File: src/rtl/multicycle_control_unit.sv
// Multi-cycle RV32I control FSM: fetch/decode/execute/memory/writeback sequencing with a
// mem_ready handshake on the shared memory port and built-in ALU decode (optional extended ops).
module multicycle_control_unit #(
  parameter int EXT_ALU   = 0,
  parameter int ALUCTRL_W = 3 + EXT_ALU
) (
  input  logic                 clk,
  input  logic                 rst,
  input  logic [6:0]           Op,
  input  logic [2:0]           funct3,
  input  logic [6:0]           funct7,
  input  logic                 Zero,
  input  logic                 mem_ready,
  output logic                 PCWrite,
  output logic                 AdrSrc,
  output logic                 MemWrite,
  output logic                 IRWrite,
  output logic [1:0]           ResultSrc,
  output logic [1:0]           ALUSrcA,
  output logic [1:0]           ALUSrcB,
  output logic [2:0]           ImmSrc,
  output logic [ALUCTRL_W-1:0] ALUControl,
  output logic                 RegWrite,
  output logic                 illegal,
  output logic [3:0]           state_o
);

  typedef enum logic [3:0] {
    S_FETCH    = 4'd0,
    S_DECODE   = 4'd1,
    S_MEMADR   = 4'd2,
    S_MEMREAD  = 4'd3,
    S_MEMWB    = 4'd4,
    S_MEMWRITE = 4'd5,
    S_EXECR    = 4'd6,
    S_EXECI    = 4'd7,
    S_ALUWB    = 4'd8,
    S_BRANCH   = 4'd9,
    S_JAL      = 4'd10,
    S_LUI      = 4'd11,
    S_TRAP     = 4'd12
  } state_t;

  localparam logic [6:0] OP_LOAD   = 7'b0000011;
  localparam logic [6:0] OP_STORE  = 7'b0100011;
  localparam logic [6:0] OP_RTYPE  = 7'b0110011;
  localparam logic [6:0] OP_ITYPE  = 7'b0010011;
  localparam logic [6:0] OP_BRANCH = 7'b1100011;
  localparam logic [6:0] OP_JAL    = 7'b1101111;
  localparam logic [6:0] OP_JALR   = 7'b1100111;
  localparam logic [6:0] OP_LUI    = 7'b0110111;

  state_t     state, next_state;
  logic [1:0] alu_op;
  logic [3:0] alu_full;
  logic       funct_ok;
  logic       unused_bits;

  assign unused_bits = ^{funct7[6], funct7[4:0], alu_full[3]};

  // sltu is never supported; xor/sll/srl/sra only exist with the extended decode
  assign funct_ok = (funct3 != 3'b011) &&
                    ((EXT_ALU != 0) ||
                     !((funct3 == 3'b100) || (funct3 == 3'b001) || (funct3 == 3'b101)));

  always_ff @(posedge clk or negedge rst) begin
    if (!rst) state <= S_FETCH;
    else      state <= next_state;
  end

  always_comb begin
    next_state = S_FETCH;
    alu_op     = 2'b00;
    PCWrite    = 1'b0;
    AdrSrc     = 1'b0;
    MemWrite   = 1'b0;
    IRWrite    = 1'b0;
    ResultSrc  = 2'b00;
    ALUSrcA    = 2'b00;
    ALUSrcB    = 2'b00;
    RegWrite   = 1'b0;
    case (state)
      S_FETCH: begin
        ALUSrcB    = 2'b10;
        ResultSrc  = 2'b10;
        IRWrite    = mem_ready;
        PCWrite    = mem_ready;
        next_state = mem_ready ? S_DECODE : S_FETCH;
      end
      S_DECODE: begin
        ALUSrcA = 2'b01;
        ALUSrcB = 2'b01;
        case (Op)
          OP_LOAD, OP_STORE: next_state = S_MEMADR;
          OP_RTYPE:          next_state = funct_ok ? S_EXECR : S_TRAP;
          OP_ITYPE:          next_state = funct_ok ? S_EXECI : S_TRAP;
          OP_BRANCH:         next_state = (funct3[2:1] == 2'b00) ? S_BRANCH : S_TRAP;
          OP_JAL:            next_state = S_JAL;
          OP_LUI:            next_state = S_LUI;
          default:           next_state = S_TRAP;
        endcase
      end
      S_MEMADR: begin
        ALUSrcA    = 2'b10;
        ALUSrcB    = 2'b01;
        next_state = Op[5] ? S_MEMWRITE : S_MEMREAD;
      end
      S_MEMREAD: begin
        AdrSrc     = 1'b1;
        next_state = mem_ready ? S_MEMWB : S_MEMREAD;
      end
      S_MEMWB: begin
        ResultSrc = 2'b01;
        RegWrite  = 1'b1;
      end
      S_MEMWRITE: begin
        AdrSrc     = 1'b1;
        MemWrite   = 1'b1;
        next_state = mem_ready ? S_FETCH : S_MEMWRITE;
      end
      S_EXECR: begin
        ALUSrcA    = 2'b10;
        alu_op     = 2'b10;
        next_state = S_ALUWB;
      end
      S_EXECI: begin
        ALUSrcA    = 2'b10;
        ALUSrcB    = 2'b01;
        alu_op     = 2'b10;
        next_state = S_ALUWB;
      end
      S_ALUWB: RegWrite = 1'b1;
      S_BRANCH: begin
        ALUSrcA = 2'b10;
        alu_op  = 2'b01;
        PCWrite = funct3[0] ? ~Zero : Zero;
      end
      S_JAL: begin
        ALUSrcA    = 2'b01;
        ALUSrcB    = 2'b10;
        PCWrite    = 1'b1;
        next_state = S_ALUWB;
      end
      S_LUI: begin
        ALUSrcA    = 2'b11;
        ALUSrcB    = 2'b01;
        next_state = S_ALUWB;
      end
      S_TRAP:  next_state = S_TRAP;
      default: next_state = S_FETCH;
    endcase
  end

  always_comb begin
    case (Op)
      OP_STORE:  ImmSrc = 3'b001;
      OP_BRANCH: ImmSrc = 3'b010;
      OP_JAL:    ImmSrc = 3'b011;
      OP_LUI:    ImmSrc = 3'b100;
      OP_LOAD, OP_ITYPE, OP_JALR: ImmSrc = 3'b000;
      default:   ImmSrc = 3'b000;
    endcase
  end

  // Base codes live in the low 3 bits so the narrow configuration is a plain truncation
  always_comb begin
    alu_full = 4'b0000;
    case (alu_op)
      2'b01: alu_full = 4'b0001;
      2'b10: begin
        case (funct3)
          3'b000: alu_full = (Op[5] & funct7[5]) ? 4'b0001 : 4'b0000;
          3'b010: alu_full = 4'b0101;
          3'b110: alu_full = 4'b0011;
          3'b111: alu_full = 4'b0010;
          3'b100: if (EXT_ALU != 0) alu_full = 4'b0100;
          3'b001: if (EXT_ALU != 0) alu_full = 4'b0110;
          3'b101: if (EXT_ALU != 0) alu_full = funct7[5] ? 4'b1000 : 4'b0111;
          default: alu_full = 4'b0000;
        endcase
      end
      default: alu_full = 4'b0000;
    endcase
  end

  assign ALUControl = alu_full[ALUCTRL_W-1:0];
  assign illegal    = (state == S_TRAP);
  assign state_o    = state;

endmodule

File: config.mk
export PLATFORM = sky130hd
export DESIGN_NAME = multicycle_control_unit
export DESIGN_NICKNAME = d
export VERILOG_FILES = /design/src/rtl/multicycle_control_unit.sv
export SDC_FILE = /design/constraint.sdc
export NUM_CORES = 1
export LEC_CHECK = 0
export BUFFER_PORTS_ARGS = -buffer_cell sky130_fd_sc_hd__buf_4
export CORE_MARGIN = 4
export CORE_UTILIZATION = 41
export DETAILED_ROUTE_END_ITERATION = 8
export PLACE_DENSITY = 0.76
export RECOVER_POWER = 25
export SLEW_MARGIN = 40
export SYNTH_ARGS = -nofsm -noshare
export SYNTH_HDL_FRONTEND = slang
export SYNTH_SLANG_ARGS = --single-unit
File: constraint.sdc
create_clock -name clk -period 2.44 [get_ports clk]
set_clock_uncertainty 0.05 [all_clocks]
set_input_delay 0.732 -clock clk [delete_from_list [all_inputs] [get_ports clk]]
set_output_delay 0.732 -clock clk [all_outputs]
set_load 0.01 [all_outputs]
; ---- Word-level counts from Yosys, hierarchy flattened
; Index checks and enable logic that the tools add are counted.
[totals]
ff_bits = 4
inputBits = 21
output_inout_bits = 22
word_cells = 70
[classes]
eq_ne = 28
n_mux = 23
n_bitwise = 2
n_reduce_logical = 16
[op_table]
columns = cell, n
row1 = $pmux W4 S7, 1
row2 = $pmux W3 S4, 2
row3 = $pmux W4 S6, 1
row4 = $eq A7 B6 Y1 const B, 3
row5 = $eq A4 B4 Y1 const B, 5
row6 = $eq A4 B3 Y1 const B, 4
row7 = $eq A7 B7 Y1 const B, 2
row8 = $eq A3 B3 Y1 const B, 4
row9 = $mux W3, 4
row10 = $pmux W2 S2, 3
row11 = $reduce_or A2 Y1, 6
row12 = $reduce_or A4 Y1, 3
row13 = $eq A4 B2 Y1 const B, 2
row14 = $mux W4, 2
row15 = $eq A7 B2 Y1 const B, 1
row16 = $eq A7 B5 Y1 const B, 1
row17 = $mux W1, 7
row18 = $pmux W2 S3, 1
row19 = $pmux W3 S2, 1
row20 = $eq A4 B1 Y1 const B, 1
row21 = $logic_not A4 Y1, 1
row22 = $eq A3 B1 Y1 const B, 1
row23 = $eq A3 B2 Y1 const B, 1
row24 = $logic_not A3 Y1, 1
row25 = 10 further kinds, 11

; ---- Depth between registers and ports, before layout
[depth]
ltp_word = 8
ltp_mapped = 7
ltp_nobuf = 6

; ---- Least setup slack after synthesis
; No wires, ideal clock.
[synth_timing]
kind = register to output
startpoint = register state[3], in the netlist state_o[3]
endpoint = output port ALUControl[2]
t_arrival_ns = 1.772
required_ns = 1.658
setup_slack_ns = -0.114
stages_incl_launch_ff = 7
n_path_buf = 2
cell_sequence = dfrtp_1 > clkbuf_1 > clkbuf_1 > nand3b_1 > inv_1 > ha_1 > nor3_1
[synth_via]
elab_chain_cells = 5
word_cells_on_any_way = 8
cone_classes = eq/ne (5) / mux (2) / reduce/logical (1)
[synth_lines]
columns = item, line_no
row1 = "start, declared", 53  ; state_t state, next_state;
row2 = "start signal, assigned", 68  ; else state <= next_state;
row3 = $eq A4 B3 Y1, 82  ; case (state)
row4 = $reduce_or A2 Y1 (no source line), n/a
row5 = $pmux W2 S2 *, 82
row6 = $eq A2 B2 Y1 or $eq A2 B1 Y1 (tied branches), 168  ; case (alu_op)
row7 = $pmux W3 S2 *, 168
row8 = "end, declared", 22  ; output logic [ALUCTRL_W-1:0] ALUControl,
; Every way passes the cells marked *; elsewhere a longest branch is shown, timed or not.

; ---- Worst setup path in the final report
[layout_timing]
startpoint = input port Op[3]
endpoint = output port ImmSrc[0]
[layout_via]
elab_chain_cells = 2
word_cells_on_any_way = 5
cone_classes = eq/ne (4) / mux (1)
[layout_lines]
columns = item, line_no
row1 = "start, declared", 9  ; input logic [6:0] Op,
row2 = $eq A7 B6 Y1 or $eq A7 B7 Y1 (tied branches), 155  ; case (Op)
row3 = $pmux W3 S4 *, 155
row4 = "end, declared", 21  ; output logic [2:0] ImmSrc,
; Marks and branches as above.

==> run_results.csv <==
group,metric,value,unit
status,status,"completed",
global_route,grt_pass1_vias,894,
timing,slew-limit-headroom,64.98,%
cells_and_area,fillers,129,
flow_run,cap_violations,0,
yosys,synthTopCellsByArea,"dfrtp_1 (14%), nand2b_1 (6.8%), nor3_1 (6.8%), nand2_1 (4.6%), nor2_1 (4.6%)",
cells_and_area,syn_to_final_growth,61.99,%
cells_and_area,seqCellArea,101.3,um2
timing,worst_pin_slew,0.5120,ns
cells_and_area,multi_input_area,603.1,um2
yosys,synth_top_area_share,13.70,%
yosys,syn_avg_cell_area,6.583,um2
timing,fin_crit_sh,97.03,%
pwr,power.total,0.8903,mW
clocking,clock-root-buffer,"clkbuf_4",
setup_path,worstPathArrival,1.59,ns
pwr,irDropWorstVdd,0.7754,mV
floorplan,dieArea,2522,um2
yosys,yosys.area.top_type,"dfrtp_1",
pwr,p_per_area,752.2,nW/um2
clocking,numCtsBuffers,3,
floorplan,core,1594,um2
timing,post-route-min-period,2.367,ns
drt,drt_iter0_markers,16,
yosys,synth_cells,111,
global_route,track_usage,20.07,%
setup_path,start_kind,"input port",
yosys,ys_ff_latch,4,
drt,ant_nets,0,
cells_and_area,final_common_cell,"buf_4",
global_route,gr-total-overflow,0,
timing,worst_hold_slack,0.2710,ns
yosys,syn_nets,134,
yosys,ys.flop_type,"dfrtp_1",
yosys,synth_edf_count,0,
global_route,antenna_found_initial,0,
clocking,cts_tree,"done",
yosys,yosys_warnings,0,
pwr,p_leak,0.5431,nW
drt,dr.pass1.iters,4,
clocking,clk_latency,0.24,ns
floorplan,start_util,45.84,%
timing,rsz0062_at_grt,"yes",
global_route,grt_max_degree,23,
cells_and_area,most-common-layout-cells,"buf_4 (47), nor3_1 (9), nand2_1 (8), nand2b_1 (8), nor2_1 (8)",
drt,drc,0,
yosys,async_reset_ff_share,100.0,%
drt,wirelength,2473,um
drt,wl_per_cell,13.59,um
place,hpwl,1788,um
place,gp_congestion,0.8312,
floorplan,fp.dieW,50.22,um
clocking,cts.sinks,4,
min_path,hold_path_class,"input port to asynchronous set/reset pin",
cells_and_area,largest_reg_flops,4,
setup_path,path_max_fanout,2,
place,io_buffers,36,
timing,final-setup-viol-count,0,
global_route,grt_pass1_wl,4050,um
floorplan,row_count,14,
drt,viasPerCell,5.533,
clocking,clkTransAtPathRegs,0.04,ns
yosys,ys_types,38,
timing,fmax,422.4,MHz
floorplan,io-pin-count,43,
setup_path,critPathKind,"input port to output pin",
yosys,seq_area_frac_synth,13.70,%
yosys,synth_area,730.7,um2
cells_and_area,n_antenna_cell,0,
cells_and_area,drive_gt1_share,39.87,%
setup_path,cp.required,1.66,ns
cells_and_area,nets,183,
timing,hold_violations,0,
clocking,cts_max_path_buffers,2,
floorplan,die_h,50.22,um
clocking,cts_max_level,1,
drt,dr_total_vias,1007,
timing,slew_viol_final,0,
setup_path,worstSetupEndpointType,"output pin",
[cells by family after synthesis]
group           count (synthesis)  share of synthesized area [%]
buf+inv                        14                          7.193
mux                             1                          1.541
flops                           4                          13.70
compound gates                 29                          26.72
simple gates                   59                          45.03
xor+xnor                        2                          2.398
fa+ha+maj                       2                          3.424
[worst paths after layout]
| check | start | endpoint | slack (ns) | depth (start not counted) |
|---|---|---|---|---|
| max | Op[3] | ImmSrc[0] | 0.07 | 4 |
| min | rst | state_o[1] | 0.27 | 1 |
| max reg2reg | state_o[3] | state_o[0] | 0.46 | 5 |
| min reg2reg | state_o[2] | state_o[3] | 0.65 | 2 |
| max in group asynchronous | rst | state_o[3] | 1.86 | 1 |
| min in group clk | state_o[2] | state_o[3] | 0.65 | 2 |
[layer usage]
metal / GRT usage, % / share of wire (%)
met5: 0 / 0
met4: 8.756 / 1.8
met1: 24.64 / 41
met2: 31.96 / 49
met3: 6.509 / 8.4
[final cells by class]
class                      count  area share (%)
tap                           24           2.537
timing repair buffer          51           33.83
multi-input combinational     93           50.95
sequential                     4           8.562
clock buffer                   3           1.903
inverter                       7           2.220
[timing repair]
item | in CTS | in global routing
gates resized for setup | 2 | 6
endpoints found under the setup margin | 1 | 4
hold buffers | 0 | 0
hold endpoints to repair | 0 | 0
buffers inserted | 0 | 5
cloned | 0 | 1
pin swaps | 0 | 1
[synthesized netlist by cell type (2+ instances only)]
library cell,number
nor3_1,10
nor2b_1,2
clkbuf_1,7
o21ai_0,6
nand2b_1,8
nor4_1,2
nand2_1,9
a31oi_1,2
a211oi_1,3
inv_1,7
nor3b_1,2
and2_1,2
nand3_1,2
nor2_1,9
or2_2,2
ha_1,2
and3_1,2
xnor2_1,2
a21oi_1,6
dfrtp_1,4
a32oi_1,2
nand3b_1,4
[critical path: stages]
cell and delay (ns):
buf_4 0.11, or3_1 0.36, a211oi_1 0.23, buf_4 0.16
[per-stage QoR]
stage / worst slack [ns] / setup TNS [ns] / util (%) / instances / cell area [um2]
4_1_cts: 0.01634 / 0 / 69.94 / 176 / 1115
2_1_floorplan: 0.02221 / 0 / - / 111 / 737.0
3_3_place_gp: 0.06575 / 0 / 67.58 / 173 / 1077
6_report: 0.07254 / 0 / 74.25 / 182 / 1184
5_1_grt: -0.01691 / -0.01691 / 74.25 / 182 / 1184
3_5_place_dp: 0.06459 / 0 / 67.58 / 173 / 1077
[power breakdown]
part	leakage [nW]	switching (mW)	internal, mW
Sequential	0.0516	0.0146	0.0876
Clock	0.0138	0.0254	0.0548
Combinational	0.478	0.341	0.367
Note: power is estimated with default switching activity, not from simulation.
